File: src/rtl/sprite_pkg.sv
// Shared types and helpers for the sprite compositor.
// Optional cold tint is enabled by defining COLD_TINT_EN.
package sprite_pkg;

    localparam int COLOR_W = 12;
    localparam logic [COLOR_W-1:0] KEY_COLOR_DEF = 12'h428;

    typedef struct packed {
        logic [3:0] r;
        logic [3:0] g;
        logic [3:0] b;
    } rgb444_t;

    function automatic int clog2(input int v);
        int r;
        int p;
        r = 0;
        p = 1;
        while (p < v) begin
            p = p * 2;
            r = r + 1;
        end
        return r;
    endfunction

    // Halve red and fold it into blue, saturating blue at 15.
    function automatic rgb444_t tint(input rgb444_t c);
        rgb444_t    t;
        logic [4:0] bs;
        bs  = {1'b0, c.b} + {2'b00, c.r[3:1]};
        t.r = {1'b0, c.r[3:1]};
        t.g = c.g;
        t.b = bs[4] ? 4'hF : bs[3:0];
        return t;
    endfunction

endpackage

File: src/rtl/sprite_channel.sv
// One sprite: shadow registers, animation counters, hit test,
// ROM address generation and hit-flag alignment with ROM data.
module sprite_channel
    import sprite_pkg::*;
#(
    parameter int SPR_W      = 47,
    parameter int SPR_H      = 41,
    parameter int NUM_FRAMES = 6,
    parameter int FRAME_HOLD = 15,
    parameter int ADDR_W     = 14,
    parameter int FR_W       = 3
) (
    input  logic              clk,
    input  logic              rstn,
    input  logic              frame_start,
    input  logic [9:0]        col_addr,
    input  logic [8:0]        row_addr,
    input  logic [9:0]        x_in,
    input  logic [8:0]        y_in,
    input  logic              en_in,
    input  logic              anim_in,
    output logic [ADDR_W-1:0] rom_addr,
    output logic [FR_W-1:0]   cur_frame,
    output logic              hit_dly
);

    localparam int HOLD_W = (clog2(FRAME_HOLD) < 1) ? 1 : clog2(FRAME_HOLD);

    logic [9:0]        x_q, x_d;
    logic [8:0]        y_q, y_d;
    logic              en_q, en_d;
    logic              anim_q, anim_d;
    logic [HOLD_W-1:0] hold_q, hold_d;
    logic [FR_W-1:0]   frame_q, frame_d;
    logic [ADDR_W-1:0] addr_q, addr_d;
    logic              hit1_q, hit1_d;
    logic              hit2_q, hit2_d;

    logic [10:0] x_end;
    logic [9:0]  y_end;
    logic [9:0]  dx;
    logic [8:0]  dy;

    always_comb begin
        x_d     = x_q;
        y_d     = y_q;
        en_d    = en_q;
        anim_d  = anim_q;
        hold_d  = hold_q;
        frame_d = frame_q;
        if (frame_start) begin
            x_d    = x_in;
            y_d    = y_in;
            en_d   = en_in;
            anim_d = anim_in;
            // Counters act on the shadow value from before this edge.
            if (!anim_q) begin
                hold_d  = '0;
                frame_d = '0;
            end else if (hold_q == HOLD_W'(FRAME_HOLD - 1)) begin
                hold_d  = '0;
                frame_d = (frame_q == FR_W'(NUM_FRAMES - 1)) ?
                          '0 : frame_q + 1'b1;
            end else begin
                hold_d = hold_q + 1'b1;
            end
        end
    end

    always_comb begin
        x_end  = {1'b0, x_q} + 11'(SPR_W);
        y_end  = {1'b0, y_q} + 10'(SPR_H);
        dx     = col_addr - x_q;
        dy     = row_addr - y_q;
        hit1_d = en_q
              && (col_addr >= x_q) && ({1'b0, col_addr} < x_end)
              && (row_addr >= y_q) && ({1'b0, row_addr} < y_end);
        addr_d = '0;
        if (hit1_d) begin
            addr_d = ADDR_W'(frame_q) * ADDR_W'(SPR_W * SPR_H)
                   + ADDR_W'(dy) * ADDR_W'(SPR_W)
                   + ADDR_W'(dx);
        end
        hit2_d = hit1_q;
    end

    always_ff @(posedge clk or negedge rstn) begin
        if (!rstn) begin
            x_q     <= '0;
            y_q     <= '0;
            en_q    <= 1'b0;
            anim_q  <= 1'b0;
            hold_q  <= '0;
            frame_q <= '0;
            addr_q  <= '0;
            hit1_q  <= 1'b0;
            hit2_q  <= 1'b0;
        end else begin
            x_q     <= x_d;
            y_q     <= y_d;
            en_q    <= en_d;
            anim_q  <= anim_d;
            hold_q  <= hold_d;
            frame_q <= frame_d;
            addr_q  <= addr_d;
            hit1_q  <= hit1_d;
            hit2_q  <= hit2_d;
        end
    end

    assign rom_addr  = addr_q;
    assign cur_frame = frame_q;
    assign hit_dly   = hit2_q;

endmodule

File: src/rtl/sprite_compositor.sv
// Multi-sprite overlay over background, fixed 3-cycle latency.
// Define COLD_TINT_EN to add the tint_en port and cold tint stage.
module sprite_compositor
    import sprite_pkg::*;
#(
    parameter int NUM_SPR    = 4,
    parameter int SPR_W      = 47,
    parameter int SPR_H      = 41,
    parameter int NUM_FRAMES = 6,
    parameter int FRAME_HOLD = 15,
    parameter logic [COLOR_W-1:0] KEY_COLOR = KEY_COLOR_DEF,
    parameter int ADDR_W     = clog2(SPR_W * SPR_H * NUM_FRAMES),
    parameter int FR_W       = (clog2(NUM_FRAMES) < 1) ? 1 : clog2(NUM_FRAMES)
) (
    input  logic                      clk,
    input  logic                      rstn,
    input  logic                      pix_valid,
    input  logic [9:0]                col_addr,
    input  logic [8:0]                row_addr,
    input  logic                      frame_start,
    input  logic [COLOR_W-1:0]        bg_data,
    input  logic [NUM_SPR*10-1:0]     spr_x,
    input  logic [NUM_SPR*9-1:0]      spr_y,
    input  logic [NUM_SPR-1:0]        spr_en,
    input  logic [NUM_SPR-1:0]        spr_anim_en,
`ifdef COLD_TINT_EN
    input  logic                      tint_en,
`endif
    output logic [NUM_SPR*ADDR_W-1:0] rom_addr,
    input  logic [NUM_SPR*12-1:0]     rom_data,
    output logic [NUM_SPR*FR_W-1:0]   cur_frame,
    output logic [COLOR_W-1:0]        pix_out,
    output logic                      pix_out_valid
);

    logic [NUM_SPR-1:0] hit_dly;

    for (genvar g = 0; g < NUM_SPR; g++) begin : g_ch
        sprite_channel #(
            .SPR_W      (SPR_W),
            .SPR_H      (SPR_H),
            .NUM_FRAMES (NUM_FRAMES),
            .FRAME_HOLD (FRAME_HOLD),
            .ADDR_W     (ADDR_W),
            .FR_W       (FR_W)
        ) u_ch (
            .clk         (clk),
            .rstn        (rstn),
            .frame_start (frame_start),
            .col_addr    (col_addr),
            .row_addr    (row_addr),
            .x_in        (spr_x[g*10 +: 10]),
            .y_in        (spr_y[g*9 +: 9]),
            .en_in       (spr_en[g]),
            .anim_in     (spr_anim_en[g]),
            .rom_addr    (rom_addr[g*ADDR_W +: ADDR_W]),
            .cur_frame   (cur_frame[g*FR_W +: FR_W]),
            .hit_dly     (hit_dly[g])
        );
    end

    logic               vld1_q, vld1_d;
    logic               vld2_q, vld2_d;
    logic [COLOR_W-1:0] bg1_q, bg1_d;
    logic [COLOR_W-1:0] bg2_q, bg2_d;
    logic [COLOR_W-1:0] pix_q, pix_d;
    logic               pv_q, pv_d;
    logic [COLOR_W-1:0] comp;

    always_comb begin
        vld1_d = pix_valid;
        bg1_d  = bg_data;
        vld2_d = vld1_q;
        bg2_d  = bg1_q;
        comp   = bg2_q;
        // Walk downwards so the lowest-index opaque hit wins.
        for (int i = NUM_SPR - 1; i >= 0; i--) begin
            if (hit_dly[i] && (rom_data[i*12 +: 12] != KEY_COLOR)) begin
                comp = rom_data[i*12 +: 12];
            end
        end
`ifdef COLD_TINT_EN
        if (tint_en) begin
            comp = tint(comp);
        end
`endif
        pix_d = vld2_q ? comp : '0;
        pv_d  = vld2_q;
    end

    always_ff @(posedge clk or negedge rstn) begin
        if (!rstn) begin
            vld1_q <= 1'b0;
            vld2_q <= 1'b0;
            bg1_q  <= '0;
            bg2_q  <= '0;
            pix_q  <= '0;
            pv_q   <= 1'b0;
        end else begin
            vld1_q <= vld1_d;
            vld2_q <= vld2_d;
            bg1_q  <= bg1_d;
            bg2_q  <= bg2_d;
            pix_q  <= pix_d;
            pv_q   <= pv_d;
        end
    end

    assign pix_out       = pix_q;
    assign pix_out_valid = pv_q;

endmodule

File: config.mk
export PLATFORM = sky130hd
export DESIGN_NAME = sprite_compositor
export DESIGN_NICKNAME = d
export VERILOG_FILES = /design/src/rtl/sprite_pkg.sv /design/src/rtl/sprite_channel.sv /design/src/rtl/sprite_compositor.sv
export SDC_FILE = /design/constraint.sdc
export NUM_CORES = 1
export LEC_CHECK = 0
export BUFFER_PORTS_ARGS = -buffer_cell sky130_fd_sc_hd__buf_2
export CAP_MARGIN = 20
export CORE_ASPECT_RATIO = 1.2
export CORE_MARGIN = 2
export CORE_UTILIZATION = 23
export CTS_BUF_LIST = sky130_fd_sc_hd__clkbuf_16
export DETAILED_ROUTE_END_ITERATION = 8
export GPL_TIMING_DRIVEN = 0
export SLEW_MARGIN = 20
export SYNTH_ARGS = -nofsm -noshare
export SYNTH_HDL_FRONTEND = slang
export SYNTH_SLANG_ARGS = --single-unit
export TNS_END_PERCENT = 5
File: constraint.sdc
create_clock -name clk -period 12.8 [get_ports clk]
set_clock_uncertainty 0.1 [all_clocks]
set_input_delay 1.28 -clock clk [delete_from_list [all_inputs] [get_ports clk]]
set_output_delay 1.28 -clock clk [all_outputs]
set_load 0.1 [all_outputs]
==> impl_metrics.ini <==
[outcome]
status = complete, no violations

[route]
first_pass_iters = 5
drcViolationCount = 0
drt_iter0_drc = 797
viasPerCell = 4.44
wl_per_cell_um = 17.2
num_vias = 17397
ant_nets = 0
wl_um = 67500

[hold_path]
hold_class = register to register
hold_end = bg2_q[4]$_DFF_PN0_
whs_path_depth = 0
hold_start = bg1_q[4]$_DFF_PN0_

[placement]
hpwl_um = 55300
place_area_mm2 = 0.0252
port_buffers = 246
gp_congestion = 0.872

[synthesis]
synthFlopType = dfrtp_1
syn_avg_cell_area_um2 = 9.53
synth-seq-area-share_pct = 24.1
yosysWarnings = 0
synth_top_area_cell = dfrtp_1
synth-async-reset-ratio_pct = 100
yosysTopAreaCellShare_pct = 24.1
synthCells = 2346
syn_area_mm2 = 0.0223
synth_area_leaders = dfrtp_1, ha_1, fa_1, inv_1, xnor2_1
ys_types = 80
syn_nets = 3049
synth_edf_count = 0
yosys_register_bits = 215

[floorplanning]
initial_core_util_pct = 23.2
dieHeight_um = 345
std_cell_rows = 125
die_w_um = 289
core-area_mm2 = 0.0965
ioPinCount = 248
dieArea_mm2 = 0.0997

[clock_network]
cts.clk_slew.worst_paths_ps = 70
cts_sinks = 215
clock_path_buffers = 3
cts_setup_buffers = 0
holdBufCountCts = 0
clk_latency_ps = 610
clockRootBuffer = clkbuf_16
cts_resized = 0
cts-buffers-inserted = 31
cts_tree = built
htree_levels = 1

[grt]
grt_pass1_vias = 17888
grt_pass1_wl_um = 103000
antenna_found_initial = 9
grt_start_max_net_pins = 88
grt_overflow = 0
globalRouteTotalUtil_pct = 13.5

[critical_path]
cp.required_ps = 13210
arrival_ps = 8050
crit_start = row_addr[0]
reg2reg_depth = 22
path_delay_family = adder cells
crit_path_start_kind = input pin
path_class = input pin to register
rrSetupSlack_ps = 6090
critical-path-max-stage-delay_ps = 560
reg2reg_to = g_ch[2].u_ch.rom_addr[12]$_DFF_PN0_
slowest_stage = fa_1
worstSetupEndpointType = register
path_max_fanout = 8
path_common_cell = fa_1
rr_startpoint = g_ch[2].u_ch.y_q[5]$_DFFE_PN0P_
crit_buf_inv = 5

[final_layout]
multi_input_area_mm2 = 0.0154
synthToLayoutAreaGrowth_pct = 17.9
regArea_mm2 = 0.00538
nFillCells = 10249
drive_gt1_share_pct = 13.2
nNetsFinal = 3330
stdcell_area_mm2 = 0.0263

[sta]
rsz0062_at_grt = false
maxSlewHeadroom_pct = 37.2
maxSlewViolCount = 0
setup_viol = 0
tightestPinTransition_ps = 934
fmax_mhz = 131
fin_tns_setup_ps = 0
hold_viol = 0
period_minus_slack_ps = 7640
min_period_over_period_pct = 59.7

[flow_run]
max_cap_viol_count = 0
==> sequential cells by signal, summed over array words and instances, names as in the netlist <==
| name | flops |
|---|---|
| g_ch.u_ch.en_q | 4 |
| pv_d | 1 |
| bg1_q | 12 |
| g_ch.u_ch.anim_q | 4 |
| g_ch.u_ch.hit1_q | 4 |
| bg2_q | 12 |
| pix_out | 12 |
| g_ch.u_ch.cur_frame | 12 |
| pix_out_valid | 1 |
| g_ch.u_ch.rom_addr | 56 |
| g_ch.u_ch.y_q | 36 |
| vld1_q | 1 |
| g_ch.u_ch.hit_dly | 4 |
| g_ch.u_ch.hold_q | 16 |
| g_ch.u_ch.x_q | 40 |
==> worst max-delay path by stage <==
stage / slack (ps) / depth (start not counted) / to
2_1_floorplan: 5690 / 26 / g_ch[1].u_ch.rom_addr[13]$_DFF_PN0_
3_3_place_gp: 4550 / 27 / g_ch[1].u_ch.rom_addr[13]$_DFF_PN0_
3_5_place_dp: 4500 / 27 / g_ch[1].u_ch.rom_addr[13]$_DFF_PN0_
4_1_cts: 5150 / 27 / g_ch[1].u_ch.rom_addr[13]$_DFF_PN0_
5_1_grt: 4770 / 27 / g_ch[1].u_ch.rom_addr[13]$_DFF_PN0_
6_report: 5160 / 27 / g_ch[1].u_ch.rom_addr[13]$_DFF_PN0_
==> final cells by class <==
class                      count  area share (%)
multi-input combinational   1705            58.3
tap                         1270            6.03
inverter                     390            5.56
buffer                        36           0.565
clock inverter                26            1.26
sequential                   215            20.4
timing repair buffer         248            4.92
clock buffer                  31            2.94
antenna                        1         0.00950
==> placed cells by master, fill, tap and decap left out, drive strengths merged, types with 24 or more instances in the layout <==
cell type and count:
o21a 25, dfrtp 215, a21oi 112, a21o 58, nor3 57, ha 364, buf 257, nand2 143
nand4 26, o21ai 168, xor2 52, nand3 37, clkbuf 58, nor2 90, nor4 24, inv 397
fa 172, xnor2 123, a211oi 28, nor2b 28
==> per-stage QoR <==
stage,cells,worst slack [ps],utilization (%),hold WS (ps)
floorplan,2346,5690,-,231
global placement,3862,4550,26.1,232
detailed placement,3864,4500,26.1,235
CTS,3921,5150,27.3,248
global route,3921,4770,27.3,256
finish,3922,5160,27.3,245
==> Yosys cell counts, types with 4 or more instances <==
cell type	number
a211o_1	8
a211oi_1	27
a21o_1	57
a21oi_1	112
a311oi_1	4
a31oi_1	8
and2_1	5
and3_1	9
buf_2	4
clkbuf_1	27
dfrtp_1	215
fa_1	172
ha_1	364
inv_1	386
inv_2	4
maj3_1	4
mux2_2	12
mux2i_1	16
nand2_1	143
nand2b_1	18
nand3_1	37
nand4_1	26
nand4b_1	4
nor2_1	90
nor2b_1	27
nor3_1	55
nor3b_1	8
nor4_1	24
nor4b_1	6
nor4bb_1	5
o2111ai_1	6
o211ai_1	7
o21a_1	25
o21ai_0	162
o21ai_1	5
o21bai_1	7
o22ai_1	5
o31a_1	7
o31ai_1	7
or2_2	7
or3_1	5
xnor2_1	118
xnor2_2	5
xor2_1	52
==> kinds of logic after synthesis <==
| family | synth area share, % |
|---|---|
| XOR/XNOR | 7.03 |
| buffers and inverters | 7.21 |
| AND/OR/NAND/NOR | 10.8 |
| multiplexers | 1.32 |
| adder cells (fa/ha/maj) | 36.0 |
| AO/OA/AOI/OAI | 13.6 |
| flip-flops | 24.1 |
==> per-layer routing <==
| metal | vias up | track usage [%] | part of all wire, % |
|---|---|---|---|
| met3 | 75 | 2.16 | 5.6 |
| met4 | 10 | 3.36 | 2.4 |
| met1 | 8409 | 17.4 | 44 |
| li1 | 8526 | - | - |
| met5 | - | 0 | 0.096 |
| met2 | 377 | 23.2 | 48 |
Power is not shown: default switching activity piles up to over one toggle a cycle in this logic, so the estimate is an artifact.
